### src/rtl/compressor_pkg.sv
// Shared helpers for the pipelined carry-save compressor tree.
//   MAX_OPS    : largest supported operand count.
//   vecs_after : vector count left after a given number of 3:2 layers.
//   num_layers : 3:2 layers needed to reduce n vectors down to two.
package compressor_pkg;

    localparam int MAX_OPS = 32;

    // Each layer turns every full group of three into two vectors and
    // passes the leftovers through untouched.
    function automatic int vecs_after(input int n, input int layers);
        int v;
        v = n;
        for (int i = 0; i < layers; i++) begin
            v = 2 * (v / 3) + (v % 3);
        end
        return v;
    endfunction

    function automatic int num_layers(input int n);
        int v;
        int l;
        v = n;
        l = 0;
        while (v > 2) begin
            v = 2 * (v / 3) + (v % 3);
            l++;
        end
        return l;
    endfunction

endpackage

### src/rtl/csa_layer.sv
// One combinational 3:2 reduction layer.
// Ports:
//   in_vecs  : N_IN packed WIDTH-bit vectors, vector i at [i*WIDTH +: WIDTH].
//   out_vecs : vecs_after(N_IN,1) packed vectors. Group g of three inputs
//              produces sum at slot 2g and shifted carry at slot 2g+1;
//              leftover inputs follow in index order.
module csa_layer
    import compressor_pkg::*;
#(
    parameter int WIDTH = 64,
    parameter int N_IN  = 3
) (
    input  logic [N_IN*WIDTH-1:0]                 in_vecs,
    output logic [vecs_after(N_IN, 1)*WIDTH-1:0]  out_vecs
);

    localparam int GROUPS = N_IN / 3;
    localparam int REM    = N_IN % 3;

    for (genvar g = 0; g < GROUPS; g++) begin : g_fa
        logic [WIDTH-1:0] a, b, c, maj;
        assign a   = in_vecs[(3*g)*WIDTH   +: WIDTH];
        assign b   = in_vecs[(3*g+1)*WIDTH +: WIDTH];
        assign c   = in_vecs[(3*g+2)*WIDTH +: WIDTH];
        assign maj = (a & b) | (a & c) | (b & c);
        assign out_vecs[(2*g)*WIDTH   +: WIDTH] = a ^ b ^ c;
        // Carry weight is one bit higher; the carry out of the MSB is
        // dropped, which keeps everything modulo 2^WIDTH.
        assign out_vecs[(2*g+1)*WIDTH +: WIDTH] = maj << 1;
    end

    for (genvar r = 0; r < REM; r++) begin : g_pass
        assign out_vecs[(2*GROUPS+r)*WIDTH +: WIDTH] =
            in_vecs[(3*GROUPS+r)*WIDTH +: WIDTH];
    end

endmodule

### src/rtl/pipelined_compressor_tree.sv
// Pipelined compressor tree: reduces NUM_OPS operands to a carry-save pair
// (RESOLVE=0) or a single resolved sum (RESOLVE=1), one registered stage per
// layer, with a valid/ready handshake that collapses bubbles.
// Ports:
//   clk, rst_n              : clock, asynchronous active-low reset.
//   flush_i                 : synchronous clear of all in-flight results.
//   in_valid_i / in_ready_o : input handshake; in_ops_i holds packed operands.
//   out_valid_o/out_ready_i : output handshake.
//   out_sum_o, out_carry_o  : result pair (carry is 0 when RESOLVE=1).
module pipelined_compressor_tree
    import compressor_pkg::*;
#(
    parameter int WIDTH   = 64,
    parameter int NUM_OPS = 15,
    parameter int RESOLVE = 0
) (
    input  logic                     clk,
    input  logic                     rst_n,
    input  logic                     flush_i,
    input  logic                     in_valid_i,
    output logic                     in_ready_o,
    input  logic [NUM_OPS*WIDTH-1:0] in_ops_i,
    output logic                     out_valid_o,
    input  logic                     out_ready_i,
    output logic [WIDTH-1:0]         out_sum_o,
    output logic [WIDTH-1:0]         out_carry_o
);

    localparam int NUM_LAYERS = num_layers(NUM_OPS);
    localparam int NUM_STAGES = NUM_LAYERS + ((RESOLVE != 0) ? 1 : 0);

    logic [NUM_STAGES-1:0] vld_p;   // valid bit of each stage register
    logic [NUM_STAGES-1:0] vld_in;  // valid arriving at each stage
    logic [NUM_STAGES-1:0] load;    // stage register may capture this cycle

    // A stage can load if it, or any stage downstream of it, is empty, or
    // the consumer is taking the output; this is the unrolled form of
    // "own valid is 0 or the next stage is loading".
    always_comb begin
        logic open_slot;
        open_slot = out_ready_i;
        load      = '0;
        for (int k = NUM_STAGES - 1; k >= 0; k--) begin
            open_slot = open_slot | ~vld_p[k];
            load[k]   = open_slot;
        end
    end

    always_comb begin
        vld_in    = '0;
        vld_in[0] = in_valid_i;
        for (int k = 1; k < NUM_STAGES; k++) begin
            vld_in[k] = vld_p[k-1];
        end
    end

    assign in_ready_o = load[0] & ~flush_i;

    // Flush wins over any concurrent accept or advance.
    always_ff @(posedge clk or negedge rst_n) begin
        if (!rst_n) begin
            vld_p <= '0;
        end else if (flush_i) begin
            vld_p <= '0;
        end else begin
            vld_p <= (vld_p & ~load) | (vld_in & load);
        end
    end

    for (genvar k = 0; k < NUM_STAGES; k++) begin : g_stage
        localparam int N_IN  = vecs_after(NUM_OPS, k);
        localparam int N_OUT = (k < NUM_LAYERS) ? vecs_after(NUM_OPS, k + 1) : 1;

        logic [N_IN*WIDTH-1:0]  d;
        logic [N_OUT*WIDTH-1:0] nxt;
        logic [N_OUT*WIDTH-1:0] data_p;

        if (k == 0) begin : g_src_in
            assign d = in_ops_i;
        end else begin : g_src_prev
            assign d = g_stage[k-1].data_p;
        end

        if (k < NUM_LAYERS) begin : g_csa
            csa_layer #(
                .WIDTH (WIDTH),
                .N_IN  (N_IN)
            ) u_csa (
                .in_vecs  (d),
                .out_vecs (nxt)
            );
        end else begin : g_cpa
            assign nxt = d[WIDTH-1:0] + d[2*WIDTH-1:WIDTH];
        end

        // ---- stage k register boundary ----
        always_ff @(posedge clk or negedge rst_n) begin
            if (!rst_n) begin
                data_p <= '0;
            end else if (load[k] && vld_in[k]) begin
                data_p <= nxt;
            end
        end
    end

    assign out_valid_o = vld_p[NUM_STAGES-1];

    if (RESOLVE != 0) begin : g_out_resolved
        assign out_sum_o   = g_stage[NUM_STAGES-1].data_p;
        assign out_carry_o = '0;
    end else begin : g_out_pair
        assign out_sum_o   = g_stage[NUM_STAGES-1].data_p[WIDTH-1:0];
        assign out_carry_o = g_stage[NUM_STAGES-1].data_p[2*WIDTH-1:WIDTH];
    end

endmodule

### config.mk
export PLATFORM = sky130hd
export DESIGN_NAME = pipelined_compressor_tree
export DESIGN_NICKNAME = d
export VERILOG_FILES = /design/src/rtl/compressor_pkg.sv /design/src/rtl/csa_layer.sv /design/src/rtl/pipelined_compressor_tree.sv
export SDC_FILE = /design/constraint.sdc
export NUM_CORES = 2
export LEC_CHECK = 0
export ABC_CLOCK_PERIOD_IN_PS = 3500
export CORE_AREA = 2 2 426 428
export DETAILED_ROUTE_END_ITERATION = 7
export DIE_AREA = 0 0 428 430
export HOLD_SLACK_MARGIN = 0.12
export PLACE_DENSITY = 0.81
export REMOVE_ABC_BUFFERS = 1
export SYNTH_ARGS = -nofsm -noshare
export SYNTH_HDL_FRONTEND = slang
export SYNTH_SLANG_ARGS = --single-unit
### constraint.sdc
create_clock -name clk -period 3.5 [get_ports clk]
set_input_delay 0.7 -clock clk [delete_from_list [all_inputs] [get_ports clk]]
set_output_delay 0.7 -clock clk [all_outputs]
set_load 0.01 [all_outputs]
* Yosys cells after proc, flatten, opt, wreduce, memory -nomap -nowiden *
Cells that the tools add are included.

storage, ports and cells
  ROM bits = 0
  bits in latches = 0
  bits in writable memories = 0
  register bits = 1972
  logic and storage cells = 123
  memories kept = 0
  output and inout bits = 130

cells by class
  multiplexer cells = 1
  add/sub/neg operators = 0
  bitwise logic cells = 109
  divide/modulo/power cells = 0
  magnitude comparators = 0
  equal/unequal tests = 0
  shift operators = 0
  $mul = 0
  reductions and logical operators = 6

operator list
  cell                 count
  $and A63 B63 Y63     39
  $xor A64 B64 Y64     26
  $or A63 B63 Y63      26
  $and A6 B6 Y6        2
  $not A1 Y1           7
  $logic_and A1 B1 Y1  6
  $mux W6              1
  $not A6 Y6           1
  $or A1 B1 Y1         6
  $or A6 B6 Y6         1
  $and A1 B1 Y1        1

* Longest topological paths before layout *
  depth in word-level cells = 11
  mapped depth = 8
  mapped depth without buffers = 3

* By module *
Synthesis repeated with hierarchy kept, for this count alone.

unflattened totals
  cell total of the unflattened synthesis = 5392
  area total of the unflattened synthesis = 98147.9 um^2

modules (own cells, without submodules)
  module                              times used  area each (um^2)  cells each  seq. area each (um^2)
  pipelined_compressor_tree           1           78920.7           4221        49797.8
  csa_layer (g_stage[0].g_csa.u_csa)  1           6466.2            326         0.0
  csa_layer (g_stage[1].g_csa.u_csa)  1           4361.7            260         0.0
  csa_layer (g_stage[2].g_csa.u_csa)  1           3069.2            195         0.0
  csa_layer (g_stage[3].g_csa.u_csa)  1           2257.2            194         0.0
  csa_layer (g_stage[4].g_csa.u_csa)  1           1776.7            130         0.0
  csa_layer (g_stage[5].g_csa.u_csa)  1           1296.2            66          0.0

* Least setup slack after synthesis *
Ideal clock, no wire load.

  kind = input port to flip-flop
  start point = in out_ready_i
  end point = reg g_stage[1].data_p[118]
  arrival = 1.964 ns
  path slack = 1.412 ns
  stages on the path = 6
  path through = nand4b_1 -> o21ai_1 -> buf_2 -> buf_2 -> buf_4 -> mux2_2

between the ends
  cells in the longest elaborated chain, start to end = 6

RTL lines
  what                        RTL line                          text
  start, declared             pipelined_compressor_tree.sv:24   input logic out_ready_i,
  $or A1 B1 Y1 (5 in series)  pipelined_compressor_tree.sv:44   open_slot = open_slot | ~vld_p[k];
  $logic_and A1 B1 Y1         pipelined_compressor_tree.sv:100  end else if (load[k] && vld_in[k]) begin
  end signal, assigned        pipelined_compressor_tree.sv:101  data_p <= nxt;
  end, declared               pipelined_compressor_tree.sv:76   logic [N_OUT*WIDTH-1:0] data_p;

Every way passes these cells.
A chain may end at the register's enable or synchronous reset.

* Worst setup path after layout *
  start point = reg vld_p[2]
  end point = out in_ready_o

between the ends
  cells in the longest elaborated chain, start to end = 5

RTL lines
  what                        RTL line                         text
  start, declared             pipelined_compressor_tree.sv:32  logic [NUM_STAGES-1:0] vld_p;
  start signal, assigned      pipelined_compressor_tree.sv:66  vld_p <= (vld_p & ~load) | (vld_in & load);
  $not A1 Y1                  pipelined_compressor_tree.sv:44
  $or A1 B1 Y1 (3 in series)  pipelined_compressor_tree.sv:44
  $and A1 B1 Y1               pipelined_compressor_tree.sv:57  assign in_ready_o = load[0] & ~flush_i;
  end, declared               pipelined_compressor_tree.sv:21  output logic in_ready_o,

Every way passes these cells.

==> results.md <==
- Slew Limit Fails: 0
- Root cell of the clock tree: clkbuf_16
- TritonRoute pass-1 iters: 5
- First-pass GRT wire length: 325000 µm
- Initial antenna violation count: 1
- Clock share of power: 27.4%
- CTS buffer count: 197
- P per Cell Area: 703 mW/mm²
- Core area: 0.180 mm²
- Setup Skew: 0.0265 ns
- Kind of critical path: register to primary output
- Die area: 0.184 mm²
- Input/output buffers: 1092
- Min Tclk post-route: 3.00 ns
- Fin Setup TNS: 0 ns
- DIE HEIGHT: 430 µm
- P_sw: 23.0 mW
- Switching Share: 29.4%
- Worst path cell trace: nand3_1 > nor2_1 > nor2_1 > clkdlybuf4s50_1
- Rel. slew slack: 46.3%
- Num rows: 156
- # DRC: 0
- Synth Register Bits: 1967
- Share of the synthesized area in the top cell type: 54.8%
- P&R area growth vs syn: 23.6%
- Hold Path Sink: g_stage[3].data_p[148]$_DFFE_PN0P_
- Critical-path maximum fanout: 7
- Reg2reg setup slack: 1.16 ns
- Hold path start: g_stage[2].data_p[212]$_DFFE_PN0P_
- Starting Density: 50.0%
- Worst-path clk slew: 0.06 ns
- Post-synth EDFFs: 0
- RSZ-0062 raised after global routing: false
- Peak supply drop: 0.000408 V
- Slowest stage delay, CP: 0.52 ns
- Max-Cap Viols: 0
- GRT Total Usage: 23.1%
- Most instantiated cells after synthesis: 1967 x dfrtp_1, 1811 x mux2_2, 808 x fa_1
- Synth area leader: dfrtp_1
- Fin. Hold Viols: 0
- Mapped Area: 0.0898 mm²
- Crit path capture type: primary output
- Final hold slack: 0.479 ns
- Setup bufs post-CTS: 0
- GPL Wtd Cong: 0.868
- Total power: 78.1 mW
- Final nets: 8032
- Vias in the first global route: 54300
- Drt initial violations: 2022
- Post-Route Utilization: 61.8%
- Mean Syn Cell Area: 17.9 µm²
- Detailed-route vias per instance: 5.23
- Clock Tree Buf Depth: 3
- Routed WL: 205000 µm
- Hold path cells: 1
- Critical path data arrival time: 2.30 ns
- Layout cells sized above 1: 38.0%
- Largest net degree at the start of global routing: 123
- Clock sinks: 1967
- Final critical-path share of the clock period: 85.6%
- Startpoint Class: register
- Leak Pwr: 47.6 nW
- Status: completed
- Io pins: 1095
- Detail Route Antenna Nets: 0
- Synth area leaders: dfrtp_1 55%, mux2_2 23%, fa_1 18%
- DR vias: 45900
- Top FF cell, synth: dfrtp_1
- Yosys synthesis warning count: 0
- Slew @ Worst Pin: 0.805 ns
- Total grt overflow: 0
- CTS HTree Levels: 4
- Register area share after synthesis: 54.8%
- Ys async rst share: 100%
- Internal Pwr Total: 55.1 mW
- Reg-to-reg startpoint: vld_p[4]$_DFF_PN0_
- Required time worst endpoint: 2.80 ns
- Crit-path most repeated cell: nor2_1
- Gate power share: 25.4%
- HP Class: register to register
- Avg WL per Cell: 23.3 µm
- Sequential power share: 47.1%
- Crit path launch: vld_p[2]$_DFF_PN0_
- R2r endpoint: g_stage[1].data_p[222]$_DFFE_PN0P_
- Reg2Reg Depth: 6
- Top-count cell post-synth: dfrtp_1
- CTS tree: built
- Syn Inst Count: 5014
- Chip Width: 428 µm
- Max Clk Rate: 0.334 GHz
- Netlist cell types: 25
- Largest delay share family, worst path: flip-flops
- Setup violators final: 0
- DP HPWL: 155000 µm
- Clock latency on the worst-skew pair: 0.84 ns
- Max stage delay cell, worst path: dfrtp_1
- Worst path bufs/invs: 1
-- power by group through the flow --
stage                     logic (mW)  clock network (mW)  registers, mW
after floorplan                 12.7                   0           35.5
after global placement          19.1                   0           36.8
after detailed placement        20.0                   0           37.3
after CTS                       20.3                21.9           37.0
after global routing            22.2                22.9           38.0
final                           19.9                21.4           36.8
-- how the worst max path moves through the flow --
stage | endpoint | slack [ns] | cells past startpoint
after detailed placement | g_stage[1].data_p[27]$_DFFE_PN0P_ | 0.47 | 7
after CTS | in_ready_o | 0.38 | 4
after global routing | in_ready_o | 0.32 | 4
after global placement | g_stage[1].data_p[155]$_DFFE_PN0P_ | 0.51 | 7
after floorplan | g_stage[2].data_p[0]$_DFFE_PN0P_ | -22.75 | 3
final | in_ready_o | 0.50 | 4
-- routing by layer --
metal	global-route usage [%]	wire length, µm	vias to the layer above	part of all wire, %
li1	-	-	19700	-
met1	28.3	80200	24900	39
met2	40.7	109000	1029	53
met3	4.06	8410	311	4.1
met4	8.74	7930	0	3.9
met5	0	0	-	0
-- per-stage QoR --
step / setup slack [ns] / cells / area, µm²
finish: 0.504 / 8784 / 111000
global route: 0.325 / 8783 / 111000
CTS: 0.376 / 8783 / 111000
detailed placement: 0.466 / 8422 / 104000
global placement: 0.513 / 8422 / 104000
floorplan: -22.75 / 4795 / 88500
-- kinds of logic (layout without fill, tap and decap cells) --
group,count (synthesis),count (layout),share of synthesized area [%]
flops,1967,1967,54.8
mux,1961,1961,25.2
fa+ha+maj,815,815,18.1
buf+inv,220,1618,1.49
xor+xnor,26,26,0.253
simple gates,16,16,0.0864
compound gates,8,8,0.0627
other cells,1,3,0.00417
-- cell usage in the layout, fill, tap and decap left out, types with 9 or more instances in the layout --
cell type        instances
buf_12                  53
buf_4                  112
bufinv_16               15
clkbuf_1                58
clkbuf_16              200
clkbuf_8                41
clkdlybuf4s50_1       1091
clkinv_2                27
dfrtp_1               1967
fa_1                   808
mux2_2                1811
mux2_4                 150
nor2_1                   9
xnor2_1                 26
-- registers in the layout (all words and copies together) (netlist names) --
register,flops
g_stage.data_p,1961
vld_p,6
-- layout make-up --
cell class                      instances  area, µm²
Clock inverter                         61        865
Clock buffer                          299       5790
Sequential cell                      1967      49200
Antenna cell                            1       2.50
Multi-Input combinational cell       2828      39300
Timing Repair Buffer                 1258      12900
Tap cell                             2370       2970
Fill cell                           12700      68700
-- repair_timing --
item                      in CTS  in global routing
hold buffers                   1                  0
gates resized for setup        0                  0
hold endpoints to repair      39                  0
Power figures use the tool's default switching activity.
